--- src/rtl/capture_pkg.sv ---
// Shared definitions for the capture sequencer: default widths, test-trigger
// period default and the sequencer state encoding.
package capture_pkg;

    localparam int CAP_CNT_W           = 16;
    localparam int CAP_RGN_W           = 4;
    localparam int CAP_TEST_PERIOD_DEF = 'hF906;

    typedef enum logic [1:0] {
        ST_IDLE       = 2'd0,
        ST_ENA_WAIT   = 2'd1,
        ST_START_WAIT = 2'd2,
        ST_CAPTURE    = 2'd3
    } cap_state_e;

endpackage

--- src/rtl/capture_test_trig.sv ---
// Free-running internal trigger generator: counts 0..period and pulses at 0.
// The period input is sampled only when the counter wraps.
module capture_test_trig import capture_pkg::*; #(
    parameter int               CNT_W      = CAP_CNT_W,
    parameter logic [CNT_W-1:0] PERIOD_DEF = CNT_W'(CAP_TEST_PERIOD_DEF)
) (
    input  logic             clk,
    input  logic             rst_n,
    input  logic [CNT_W-1:0] test_period,
    output logic             test_trig
);

    logic [CNT_W-1:0] tick_cnt;
    logic [CNT_W-1:0] period_q;

    always_ff @(posedge clk or negedge rst_n) begin
        if (!rst_n) begin
            tick_cnt <= '0;
            period_q <= PERIOD_DEF;
        end else if (tick_cnt == period_q) begin
            tick_cnt <= '0;
            period_q <= test_period;
        end else begin
            tick_cnt <= tick_cnt + 1'b1;
        end
    end

    assign test_trig = (tick_cnt == '0);

endmodule

--- src/rtl/capture_sequencer.sv ---
// ADC capture sequencer: trigger -> enable delay -> start delay -> a run of
// regions whose sample counts come from a writable size table.
module capture_sequencer import capture_pkg::*; #(
    parameter int               CNT_W           = CAP_CNT_W,
    parameter int               RGN_W           = CAP_RGN_W,
    parameter logic [CNT_W-1:0] TEST_PERIOD_DEF = CNT_W'(CAP_TEST_PERIOD_DEF)
) (
    input  logic             clk,
    input  logic             rst_n,
    input  logic             trig,
    input  logic             test_mode,
    input  logic [CNT_W-1:0] test_period,
    input  logic [CNT_W-1:0] ena_delay,
    input  logic [CNT_W-1:0] start_delay,
    input  logic [RGN_W:0]   cap_regions,
    input  logic             size_we,
    input  logic [RGN_W-1:0] size_addr,
    input  logic [CNT_W-1:0] size_data,
    input  logic             abort,
    output logic             cap_ena,
    output logic             cap_start,
    output logic [RGN_W-1:0] cap_region,
    output logic             region_end,
    output logic             end_cycle,
    output logic             busy,
    output logic             trig_overrun
);

    localparam int NUM_RGN = 2 ** RGN_W;

    // Zero-length delays and sizes behave as one clock / one sample.
    function automatic logic [CNT_W:0] at_least_one(input logic [CNT_W-1:0] v);
        return (v == '0) ? (CNT_W+1)'(1) : {1'b0, v};
    endfunction

    cap_state_e       state_q, state_d;
    logic [CNT_W-1:0] cnt_q, cnt_d;
    logic [CNT_W-1:0] ena_lat, ena_d;
    logic [CNT_W-1:0] start_lat, start_d;
    logic [RGN_W:0]   regions_lat, regions_d, regions_eff;
    logic [RGN_W-1:0] region_q, region_d, region_inc;
    logic [CNT_W:0]   size_q, size_d;
    logic [CNT_W-1:0] size_tbl [NUM_RGN];

    logic             test_trig_raw, trig_any;
    logic             cap_ena_d, cap_start_d, region_end_d, end_cycle_d;
    logic             busy_d, overrun_d;
    logic [RGN_W-1:0] cap_region_d;

    capture_test_trig #(
        .CNT_W      (CNT_W),
        .PERIOD_DEF (TEST_PERIOD_DEF)
    ) u_test_trig (
        .clk         (clk),
        .rst_n       (rst_n),
        .test_period (test_period),
        .test_trig   (test_trig_raw)
    );

    assign trig_any   = trig | (test_trig_raw & test_mode);
    assign region_inc = region_q + 1'b1;

    always_comb begin
        if (cap_regions == '0)
            regions_eff = (RGN_W+1)'(1);
        else if (cap_regions > (RGN_W+1)'(NUM_RGN))
            regions_eff = (RGN_W+1)'(NUM_RGN);
        else
            regions_eff = cap_regions;
    end

    always_comb begin
        state_d   = state_q;
        cnt_d     = cnt_q;
        ena_d     = ena_lat;
        start_d   = start_lat;
        regions_d = regions_lat;
        region_d  = region_q;
        size_d    = size_q;
        overrun_d = 1'b0;

        if (abort) begin
            state_d  = ST_IDLE;
            cnt_d    = '0;
            region_d = '0;
        end else begin
            case (state_q)
                ST_IDLE: begin
                    if (trig_any) begin
                        state_d   = ST_ENA_WAIT;
                        cnt_d     = '0;
                        ena_d     = ena_delay;
                        start_d   = start_delay;
                        regions_d = regions_eff;
                    end
                end
                ST_ENA_WAIT: begin
                    overrun_d = trig_any;
                    if (({1'b0, cnt_q} + (CNT_W+1)'(1)) >= at_least_one(ena_lat)) begin
                        state_d = ST_START_WAIT;
                        cnt_d   = '0;
                    end else begin
                        cnt_d = cnt_q + 1'b1;
                    end
                end
                ST_START_WAIT: begin
                    overrun_d = trig_any;
                    if (({1'b0, cnt_q} + (CNT_W+1)'(1)) >= at_least_one(start_lat)) begin
                        state_d  = ST_CAPTURE;
                        cnt_d    = '0;
                        region_d = '0;
                        size_d   = at_least_one(size_tbl[0]);
                    end else begin
                        cnt_d = cnt_q + 1'b1;
                    end
                end
                ST_CAPTURE: begin
                    overrun_d = trig_any;
                    if (({1'b0, cnt_q} + (CNT_W+1)'(1)) == size_q) begin
                        cnt_d = '0;
                        if (({1'b0, region_q} + (RGN_W+1)'(1)) == regions_lat) begin
                            state_d  = ST_IDLE;
                            region_d = '0;
                        end else begin
                            region_d = region_inc;
                            size_d   = at_least_one(size_tbl[region_inc]);
                        end
                    end else begin
                        cnt_d = cnt_q + 1'b1;
                    end
                end
                default: state_d = ST_IDLE;
            endcase
        end

        // Outputs are decoded from the next state so they can leave flops.
        cap_ena_d    = (state_d == ST_START_WAIT) || (state_d == ST_CAPTURE);
        cap_start_d  = (state_d == ST_CAPTURE) && (cnt_d == '0);
        region_end_d = (state_d == ST_CAPTURE) &&
                       (({1'b0, cnt_d} + (CNT_W+1)'(1)) == size_d);
        end_cycle_d  = region_end_d &&
                       (({1'b0, region_d} + (RGN_W+1)'(1)) == regions_d);
        cap_region_d = (state_d == ST_CAPTURE) ? region_d : '0;
        busy_d       = (state_d != ST_IDLE);
    end

    always_ff @(posedge clk or negedge rst_n) begin
        if (!rst_n) begin
            state_q      <= ST_IDLE;
            cnt_q        <= '0;
            ena_lat      <= '0;
            start_lat    <= '0;
            regions_lat  <= '0;
            region_q     <= '0;
            size_q       <= '0;
            cap_ena      <= 1'b0;
            cap_start    <= 1'b0;
            cap_region   <= '0;
            region_end   <= 1'b0;
            end_cycle    <= 1'b0;
            busy         <= 1'b0;
            trig_overrun <= 1'b0;
        end else begin
            state_q      <= state_d;
            cnt_q        <= cnt_d;
            ena_lat      <= ena_d;
            start_lat    <= start_d;
            regions_lat  <= regions_d;
            region_q     <= region_d;
            size_q       <= size_d;
            cap_ena      <= cap_ena_d;
            cap_start    <= cap_start_d;
            cap_region   <= cap_region_d;
            region_end   <= region_end_d;
            end_cycle    <= end_cycle_d;
            busy         <= busy_d;
            trig_overrun <= overrun_d;
        end
    end

    // Sizes are sampled at region start, so a write landing on that same
    // edge is seen only from the following region start onward.
    always_ff @(posedge clk or negedge rst_n) begin
        if (!rst_n) begin
            for (int i = 0; i < NUM_RGN; i++)
                size_tbl[i] <= CNT_W'(1);
        end else if (size_we) begin
            size_tbl[size_addr] <= size_data;
        end
    end

endmodule

--- config.mk ---
export PLATFORM = sky130hd
export DESIGN_NAME = capture_sequencer
export DESIGN_NICKNAME = d
export VERILOG_FILES = /design/src/rtl/capture_pkg.sv /design/src/rtl/capture_test_trig.sv /design/src/rtl/capture_sequencer.sv
export SDC_FILE = /design/constraint.sdc
export NUM_CORES = 1
export LEC_CHECK = 0
export CELL_PAD_IN_SITES_DETAIL_PLACEMENT = 2
export CELL_PAD_IN_SITES_GLOBAL_PLACEMENT = 2
export CORE_MARGIN = 4
export CORE_UTILIZATION = 30
export CTS_CLUSTER_SIZE = 16
export DETAILED_ROUTE_END_ITERATION = 8
export GPL_TIMING_DRIVEN = 0
export HOLD_SLACK_MARGIN = 0.08
export PLACE_DENSITY = 0.65
export SLEW_MARGIN = 20
export SYNTH_ARGS = -nofsm -noshare
export SYNTH_HDL_FRONTEND = slang
export SYNTH_HIERARCHICAL = 1
export SYNTH_SLANG_ARGS = --single-unit
--- constraint.sdc ---
create_clock -name clk -period 8.2 [get_ports clk]
set_input_delay 2.05 -clock clk [delete_from_list [all_inputs] [get_ports clk]]
set_output_delay 2.05 -clock clk [all_outputs]
set_load 0.005 [all_outputs]
==> flow_summary.yaml <==
critical_path:
  required_ns: 8.63
  path_cells: "ha_1 -> nand3_1 -> or4_1 -> xnor2_1 -> ha_1 -> nand4_1 -> nor4_1 -> a211o_1 -> nor3_1 -> and2_0 -> nor3_4 -> nand2_1 -> a21oi_1 -> a21o_1 -> inv_1 -> ha_1 -> nand3_1 -> a31o_2 -> o31ai_2 -> or3_1 -> a21o_1 -> a221oi_1 -> nand4_1 -> nor4_1"
  critPathSlowestCell: "or4_1"
  crit_type: "flip-flop to flip-flop"
  r2r_slack_ns: 0.38
  rr_startpoint: "cnt_q[0]"
  crit_fanout: 10
  end_kind: "flip-flop"
  r2r-end: "end_cycle"
  crit_end: "end_cycle"
  startpoint: "cnt_q[0]"
  path_common_cell: "ha_1"
  r2r_cells: 24
  start_kind: "flip-flop"
  max_stage_delay_ns: 0.74
  crit_arrival_ns: 8.25
detailed_routing:
  first_iter_violations: 835
  drc: 0
  viasPerCell: 5.42
  vias: 15000
  first_pass_iters: 5
  postRouteAntennaNets: 0
  drt_wl_total_um: 72200
  wl_per_cell_um: 26.1
placement:
  place_area_um2: 22500
  gp_congestion: 0.893
  portBuffers: 87
  dp_hpwl_um: 53600
die:
  die_w_um: 269
  rows: 95
  die-area_um2: 72200
  die_y_um: 269
  pin_count: 89
  core_area_um2: 67300
  start_util: 0.303
pwr:
  power_mw: 5.65
  p_per_area_nw_per_um2: 234
  vdd_drop_max_mv: 0.162
  p_leak_nw: 9.91
synth:
  synth_area_leader_cell: "dfrtp_1"
  synth_cells: 1719
  yosys.cell_types.count: 83
  post_synth_instance_area_um2: 20400
  synthArstFlopShare: 1.00
  syn_nets: 1837
  synth_seq_cells: 374
  ys_seq_area_frac: 0.461
  yosys.area.top_type_share: 0.430
  synth_area_leaders: "dfrtp_1 43%, mux2_2 16%, mux4_2 7.1%"
  syn_area_per_cell_um2: 11.9
  synth_edf_count: 0
  synthFlopType: "dfrtp_1"
  yosysWarnings: 6
global_routing:
  grt_pass1_wl_um: 109000
  gr-total-overflow: 0
  antenna_found_initial: 0
  grt_pass1_vias: 17000
  grt_max_degree: 90
  track_usage: 0.200
cells_and_area:
  multiInputGateArea_um2: 10400
  drive_gt1_frac: 0.276
  final_cell_area_um2: 24200
  n_fill_cell: 6958
  nNetsFinal: 1977
  mostFrequentLayoutCell: "dfrtp_1"
  regArea_um2: 9390
  layout_common_cells: "350 x dfrtp_1, 292 x mux2_2, 86 x clkdlybuf4s50_1"
  syn_to_final_growth_pct: 18.7
  final_core_util: 0.360
cts:
  cts_buffers: 46
  postCtsHoldBufs: 0
  clk_path_buf_depth: 3
  clock_latency_ns: 0.59
  cts_root_buffer: "clkbuf_16"
  clk_pin_slew_ns: 0.06
  cts_tree: "done"
  clock_sinks: 374
  cts_max_level: 2
sta:
  finClkSkew_ns: 0.0172
  finalCriticalPeriod_ns: 7.82
  hold_viol_final: 0
  final_max_slew_viol_count: 0
  slew_headroom: 0.232
  finalCritPeriodShare: 0.953
  fmax_mhz: 128
  setup-violations-final: 0
  worstMarginPinSlew_ns: 1.15
  rsz0062_at_grt: "false"
min_path:
  hold_path_class: "flip-flop to flip-flop"
run_status:
  status: "complete, no violations"
flow_run:
  drv_cap: 0
[state kept, by name, summed over array words and instances, names as in the netlist]
| register | cells |
|---|---|
| start_lat | 16 |
| region_end | 1 |
| cap_ena | 1 |
| size_q | 17 |
| cap_start | 1 |
| regions_lat | 5 |
| region_q | 4 |
| end_cycle | 1 |
| u_test_trig/tick_cnt | 16 |
| trig_overrun | 1 |
| busy | 1 |
| u_test_trig/period_q | 16 |
| state_q | 2 |
| cap_region | 4 |
| cnt_q | 16 |
| size_tbl | 256 |
| ena_lat | 16 |
[cells in the mapped netlist (all sizes together), types with 7 or more instances]
cell / number
inv: 62
nand2: 72
a31oi: 7
nand2b: 21
and3: 10
a21o: 9
a21boi: 11
or3: 14
a22oi: 8
nor2: 81
and2: 27
o211ai: 10
xnor2: 51
mux4: 64
xor2: 20
clkbuf: 76
a211oi: 21
dfstp: 24
o31ai: 16
nor2b: 10
o21ai: 34
or2: 11
o22ai: 13
dfrtp: 350
buf: 30
nor3: 39
ha: 39
mux2: 307
nand4: 29
nand3: 46
and4: 8
a21oi: 70
mux2i: 21
nor4: 34
[cells by family (layout without fill, tap and decap cells)]
group	count (synthesis)	in the layout	synth area share
flops	374	374	0.461
fa+ha+maj	39	39	0.0239
buf+inv	168	346	0.0325
simple gates	421	421	0.113
other cells	0	1	0
mux	392	392	0.251
xor+xnor	78	78	0.0383
compound gates	247	247	0.0815
[layer usage]
metal	global-route usage	routed length, um	up-vias
met5	0	0	-
met4	0.0624	2350	0
met3	0.0276	2550	112
met2	0.356	36500	266
met1	0.254	30800	8024
li1	-	-	6621
[metrics by stage]
step | hold WS, ns | std cells | setup slack (ns) | setup TNS, ns
3_3_place_gp | 0.481 | 2679 | -11.79 | -4255.93
6_report | 0.500 | 2771 | 0.383 | 0
4_1_cts | 0.506 | 2770 | 0.212 | 0
2_1_floorplan | 0.474 | 1719 | 2.51 | 0
3_5_place_dp | 0.492 | 2684 | -0.434 | -0.847
5_1_grt | 0.516 | 2770 | 0.0511 | 0
[worst max-delay path: cells and delay by family, from the launching register on]
| family | cells | cell delay, ns |
|---|---|---|
| and+or+nand+nor | 12 | 4.24 |
| AOI/OAI and AO/OA | 7 | 1.48 |
| adders and majority gates | 3 | 0.88 |
| DFF | 1 | 0.57 |
| xor gates and xnor gates | 1 | 0.43 |
| buffers and inverters | 1 | 0.07 |
[power by group]
part | internal, mW | switching (mW)
Sequential | 2.22 | 0.247
Clock | 1.36 | 0.869
Combinational | 0.513 | 0.443
[final cells by class]
type                       count  area share
tap                          873      0.0452
clock buffer                  66      0.0553
multi-input combinational   1177       0.429
sequential                   374       0.388
inverter                      62     0.00962
timing repair buffer          92      0.0412
buffer                       106      0.0181
antenna                        1    0.000103
clock inverter                20      0.0133
[worst min-delay path by stage]
stage	from	end	cells past startpoint
3_3_place_gp	size_tbl[184]	size_tbl[184]	1
2_1_floorplan	size_tbl[177]	size_tbl[177]	1
6_report	size_tbl[78]	size_tbl[78]	1
4_1_cts	size_tbl[54]	size_tbl[54]	1
3_5_place_dp	size_tbl[221]	size_tbl[221]	1
5_1_grt	size_tbl[141]	size_tbl[141]	1
[what timing repair did]
action,CTS,global route
endpoints found under the hold margin,0,0
buffers inserted,0,0
setup endpoints to repair,2,2
resized for setup,2,4
Power figures use the tool's default switching activity.
